[src/rtl/sc_riscv_pkg.sv]
// Shared constants for the memory-mapped serial transmitter: register addresses,
// status word bit positions and the transmitter state encoding.
package sc_riscv_pkg;

  localparam logic [4:0] ADDR_DATA_DEF = 5'd30;
  localparam logic [4:0] ADDR_STAT_DEF = 5'd31;

  localparam int unsigned FIFO_DEPTH = 4;

  localparam int unsigned STAT_FULL   = 0;
  localparam int unsigned STAT_EMPTY  = 1;
  localparam int unsigned STAT_ACTIVE = 2;
  localparam int unsigned STAT_OVF    = 3;
  localparam int unsigned STAT_CNT    = 4;

  typedef enum logic [1:0] {
    StIdle,
    StStart,
    StData,
    StStop
  } tx_state_e;

endpackage

[src/rtl/tx_fifo.sv]
// Four-entry byte FIFO feeding the serial transmitter. A push is accepted when full
// only if a pop happens in the same cycle.
module tx_fifo
  import sc_riscv_pkg::*;
(
  input  logic       clk,
  input  logic       reset,
  input  logic       push,
  input  logic       pop,
  input  logic [7:0] din,
  output logic [7:0] dout,
  output logic [2:0] count,
  output logic       full,
  output logic       empty
);

  localparam int unsigned PTR_W = $clog2(FIFO_DEPTH);

  logic [7:0]       r_mem [FIFO_DEPTH];
  logic [PTR_W-1:0] r_wr_ptr;
  logic [PTR_W-1:0] r_rd_ptr;
  logic [2:0]       r_count;
  logic             w_do_push;
  logic             w_do_pop;

  assign w_do_pop  = pop && !empty;
  assign w_do_push = push && (!full || w_do_pop);

  always_ff @(posedge clk) begin
    if (w_do_push) begin
      r_mem[r_wr_ptr] <= din;
    end
  end

  always_ff @(posedge clk or posedge reset) begin
    if (reset) begin
      r_wr_ptr <= '0;
      r_rd_ptr <= '0;
      r_count  <= '0;
    end else begin
      if (w_do_push) begin
        r_wr_ptr <= r_wr_ptr + 1'b1;
      end
      if (w_do_pop) begin
        r_rd_ptr <= r_rd_ptr + 1'b1;
      end
      unique case ({w_do_push, w_do_pop})
        2'b10:   r_count <= r_count + 3'd1;
        2'b01:   r_count <= r_count - 3'd1;
        default: r_count <= r_count;
      endcase
    end
  end

  assign dout  = r_mem[r_rd_ptr];
  assign count = r_count;
  assign full  = (r_count == 3'(FIFO_DEPTH));
  assign empty = (r_count == 3'd0);

endmodule

[src/rtl/serial_tx_block.sv]
// Memory-mapped 8N1 serial transmitter: stores to the data address queue bytes,
// the status address reports FIFO/line state and clears the sticky overflow flag.
module serial_tx_block
  import sc_riscv_pkg::*;
#(
  parameter int unsigned CLKS_PER_BIT = 16,
  parameter logic [4:0]  ADDR_DATA    = ADDR_DATA_DEF,
  parameter logic [4:0]  ADDR_STAT    = ADDR_STAT_DEF
) (
  input  logic        clk,
  input  logic        reset,
  input  logic [4:0]  dir,
  input  logic [7:0]  D,
  input  logic        MemWrite,
  input  logic [31:0] ReadData,
  output logic [31:0] ReadDataOut,
  output logic        tx,
  output logic        busy
);

  localparam logic [7:0] BAUD_LAST = 8'(CLKS_PER_BIT - 1);

  tx_state_e  r_state;
  logic [7:0] r_baud;
  logic [2:0] r_bit;
  logic [7:0] r_shift;
  logic       r_tx;
  logic       r_ovf;

  logic       w_push;
  logic       w_pop;
  logic       w_clr;
  logic       w_ovf_evt;
  logic       w_baud_done;
  logic [7:0] w_dout;
  logic [2:0] w_count;
  logic       w_full;
  logic       w_empty;
  logic       w_active;

  assign w_push      = MemWrite && (dir == ADDR_DATA);
  assign w_clr       = MemWrite && (dir == ADDR_STAT) && D[STAT_OVF];
  assign w_pop       = (r_state == StIdle) && !w_empty;
  assign w_ovf_evt   = w_push && w_full && !w_pop;
  assign w_baud_done = (r_baud == BAUD_LAST);
  assign w_active    = (r_state != StIdle);

  tx_fifo u_fifo (
    .clk   (clk),
    .reset (reset),
    .push  (w_push),
    .pop   (w_pop),
    .din   (D),
    .dout  (w_dout),
    .count (w_count),
    .full  (w_full),
    .empty (w_empty)
  );

  // The baud counter restarts on every state change so each bit lasts CLKS_PER_BIT cycles.
  always_ff @(posedge clk or posedge reset) begin
    if (reset) begin
      r_state <= StIdle;
      r_baud  <= '0;
      r_bit   <= '0;
      r_shift <= '0;
      r_tx    <= 1'b1;
    end else begin
      unique case (r_state)
        StIdle: begin
          r_baud <= '0;
          if (w_pop) begin
            r_shift <= w_dout;
            r_bit   <= '0;
            r_tx    <= 1'b0;
            r_state <= StStart;
          end
        end
        StStart: begin
          if (w_baud_done) begin
            r_baud  <= '0;
            r_tx    <= r_shift[0];
            r_state <= StData;
          end else begin
            r_baud <= r_baud + 8'd1;
          end
        end
        StData: begin
          if (w_baud_done) begin
            r_baud <= '0;
            if (r_bit == 3'd7) begin
              r_tx    <= 1'b1;
              r_state <= StStop;
            end else begin
              r_shift <= {1'b0, r_shift[7:1]};
              r_tx    <= r_shift[1];
              r_bit   <= r_bit + 3'd1;
            end
          end else begin
            r_baud <= r_baud + 8'd1;
          end
        end
        StStop: begin
          if (w_baud_done) begin
            r_baud  <= '0;
            r_state <= StIdle;
          end else begin
            r_baud <= r_baud + 8'd1;
          end
        end
        default: r_state <= StIdle;
      endcase
    end
  end

  // A dropped byte wins over a clear in the same cycle.
  always_ff @(posedge clk or posedge reset) begin
    if (reset) begin
      r_ovf <= 1'b0;
    end else if (w_ovf_evt) begin
      r_ovf <= 1'b1;
    end else if (w_clr) begin
      r_ovf <= 1'b0;
    end
  end

  always_comb begin
    ReadDataOut = ReadData;
    if (dir == ADDR_STAT) begin
      ReadDataOut                 = '0;
      ReadDataOut[STAT_CNT +: 3]  = w_count;
      ReadDataOut[STAT_OVF]       = r_ovf;
      ReadDataOut[STAT_ACTIVE]    = w_active;
      ReadDataOut[STAT_EMPTY]     = w_empty;
      ReadDataOut[STAT_FULL]      = w_full;
    end
  end

  assign tx   = r_tx;
  assign busy = !w_empty || w_active;

endmodule
[config.mk]
export PLATFORM = sky130hd
export DESIGN_NAME = serial_tx_block
export DESIGN_NICKNAME = d
export VERILOG_FILES = /design/src/rtl/sc_riscv_pkg.sv /design/src/rtl/tx_fifo.sv /design/src/rtl/serial_tx_block.sv
export SDC_FILE = /design/constraint.sdc
export NUM_CORES = 1
export LEC_CHECK = 0
export ABC_AREA = 1
export CORE_ASPECT_RATIO = 1.1
export CORE_MARGIN = 5
export CORE_UTILIZATION = 53
export DETAILED_ROUTE_END_ITERATION = 7
export PLACE_DENSITY = 0.85
export SYNTH_ARGS = -nofsm -noshare
export SYNTH_HDL_FRONTEND = slang
export SYNTH_SLANG_ARGS = --single-unit
[constraint.sdc]
create_clock -name clk -period 6.19 [get_ports clk]
set_input_delay 1.238 -clock clk [delete_from_list [all_inputs] [get_ports clk]]
set_output_delay 1.238 -clock clk [all_outputs]
set_load 0.05 [all_outputs]
==> results.json <==
{
  "max_cap_viol_count": 0,
  "tightest_slew_ps": 755,
  "grt_max_degree": 31,
  "yosys.area_share.simple_pct": 28.0,
  "grt_pass1_vias": 2707,
  "slew_headroom_pct": 49.5,
  "vdd_drop_max_mv": 0.197,
  "antenna_found_initial": 0,
  "fmax_ghz": 0.203,
  "clk_pin_slew_ps": 70,
  "final_common_cell": "nand2_1",
  "drtIter0Drc": 178,
  "io_buffers": 81,
  "syn_inst": 378,
  "area_growth_pct": 31.1,
  "gp_congestion": 0.809,
  "clock-sinks": 62,
  "final_cell_mix": "nand2_1, clkdlybuf4s50_1, inv_1",
  "dpl_cell_area_um2": 4070,
  "wl_per_cell_um": 14.1,
  "cts_tree": "built",
  "slowest_stage": "clkdlybuf4s50_1",
  "place_ws_ps": 1270,
  "synth-compound-area-share_pct": 2.74,
  "postCtsHoldBufs": 0,
  "ios": 82,
  "synth.mux.area_fraction_pct": 0,
  "root_buffer": "clkbuf_8",
  "first_pass_iters": 4,
  "synthArstFlopShare_pct": 48.4,
  "die_y_um": 92.0,
  "row_count": 29,
  "fin_nets": 521,
  "p_leak_nw": 1.96,
  "grt.total_usage_pct": 20.6,
  "whs_ps": 459,
  "drive_above_1_share_pct": 4.96,
  "setup_violations": 0,
  "core_um2": 5840,
  "worstPathCellList": "clkdlybuf4s50_1 > nand3_2 > nor2_4 > inv_1 > o21ai_1 > clkdlybuf4s50_1",
  "synthAdderAreaFrac_pct": 5.64,
  "n_antenna_cell": 0,
  "wl_mm": 7.60,
  "yosysWarnings": 0,
  "fin_setup_tns_ps": 0,
  "synth-edff-count": 32,
  "path_max_fanout": 28,
  "htree_levels": 3,
  "ys_seq_elements": 62,
  "synth-xor-area-share_pct": 1.89,
  "cts_setup_buffers": 0,
  "period_needed_ps": 4940,
  "crit_arrival_ps": 3700,
  "cpLargestDelayFamily": "buffers and inverters",
  "cp_num_buf_inv": 3,
  "cpMostUsedCell": "clkdlybuf4s50_1",
  "cp-start-kind": "input pin",
  "rsz0062_at_grt": "no",
  "path_class": "in -> out",
  "ant_nets": 0,
  "power.density_nw_per_um2": 230,
  "synth-main-ff-cell": "edfxtp_1",
  "syn_area_per_cell_um2": 8.57,
  "cp_data_required_time_ps": 4950,
  "hold_violations": 0,
  "overflow": 0,
  "synth_top_family_by_area": "simple AND/OR/NAND/NOR gates",
  "cts_resized": 0,
  "setup_slack_ps": 1250,
  "hp-class": "reg -> reg",
  "viasPerCell": 4.98,
  "numCtsBuffers": 9,
  "ys_seq_area_share_pct": 52.9,
  "max_stage_delay_ps": 830,
  "grt_first_pass_wirelength_mm": 12.7,
  "die_w_um": 84.5,
  "clock_path_buffers": 2,
  "synth_nets": 440,
  "drc": 0,
  "final_cell_area_um2": 4250,
  "status": "finished clean",
  "worst_setup_path_end_kind": "primary output",
  "period_share_pct": 79.8,
  "route.vias.total": 2694,
  "maxSlewViolCount": 0,
  "hpwl_mm": 5.48,
  "clock_latency_ps": 340,
  "initial_core_util_pct": 55.5,
  "synth_cell_types": 29,
  "netlist_area_um2": 3240,
  "die-area_um2": 7780,
  "final.setup_skew_ps": 6.18
}
[flip-flops by register name, indices dropped and copies added (netlist names)]
register,count
tx,1
r_shift,8
r_ovf,1
u_fifo.r_mem,32
u_fifo.count,3
u_fifo.r_rd_ptr,2
u_fifo.r_wr_ptr,2
r_bit,3
r_state,2
r_baud,8
[per-layer routing]
metal | GRT usage [%] | wire length (um)
met1 | 23.4 | 2980
met2 | 37.9 | 4160
met5 | 0 | 0
met3 | 3.14 | 361
met4 | 8.84 | 102
[cell type report]
type | count | area, um^2
Sequential cell | 62 | 1710
Multi-Input combinational cell | 251 | 1240
Clock inverter | 5 | 50.0
Timing Repair Buffer | 82 | 818
Inverter | 53 | 199
Clock buffer | 11 | 131
Tap cell | 77 | 96.3
Fill cell | 440 | 1600
[stage by stage]
step | utilization, % | cells | total power [mW]
2_1_floorplan | - | 378 | 0.575
3_3_place_gp | 69.6 | 525 | 0.641
3_5_place_dp | 69.6 | 525 | 0.647
4_1_cts | 72.7 | 541 | 0.980
5_1_grt | 72.7 | 541 | 1.02
6_report | 72.7 | 541 | 0.975
[power by group]
part | switching (mW) | total (mW) | internal (mW) | leakage, nW
clock | 0.154 | 0.337 | 0.183 | 0.0884
sequential | 0.00997 | 0.460 | 0.450 | 0.661
combinational | 0.108 | 0.178 | 0.0703 | 1.21
[cell families (layout without fill, tap and decap cells)]
logic type               count (synthesis)  in the layout
AO/OA/AOI/OAI                           17             17
adder cells (fa/ha/maj)                 14             14
XOR/XNOR                                 7              7
buffers and inverters                   65            151
AND/OR/NAND/NOR                        213            213
flip-flops                              62             62
[path summary, 6_finish.rpt]
path                                              from                     endpoint  slack (ps)  cells after the start
max in group asynchronous                        reset               tx$_DFFE_PP1P_        4600                      3
worst max register to register  r_state[0]$_DFFE_PP0P_  u_fifo.count[2]$_DFFE_PP0P_        3860                     11
min in group asynchronous                        reset         r_bit[0]$_DFFE_PP0P_        1270                      3
worst min-delay path                    tx$_DFFE_PP1P_               tx$_DFFE_PP1P_         460                      2
worst max-delay path                            dir[2]               ReadDataOut[1]        1250                      6
worst min register to register          tx$_DFFE_PP1P_               tx$_DFFE_PP1P_         460                      2
[synthesized netlist by cell type (3+ instances only)]
cell | n | area, um^2
inv_1 | 51 | 191
nand3_1 | 41 | 205
nor2_1 | 50 | 188
nand2_1 | 111 | 417
o21ai_1 | 5 | 25.0
edfxtp_1 | 32 | 961
buf_6 | 3 | 33.8
a21oi_1 | 5 | 25.0
xor2_1 | 5 | 43.8
dfrtp_1 | 29 | 726
buf_2 | 6 | 30.0
ha_1 | 13 | 163
o21ai_0 | 5 | 25.0
[tightest hold or removal path: stages (launching register included)]
cell	delay [ps]
dfstp_2	370
nand2_1	50
nand2_1	40
Power figures use the tool's default switching activity.
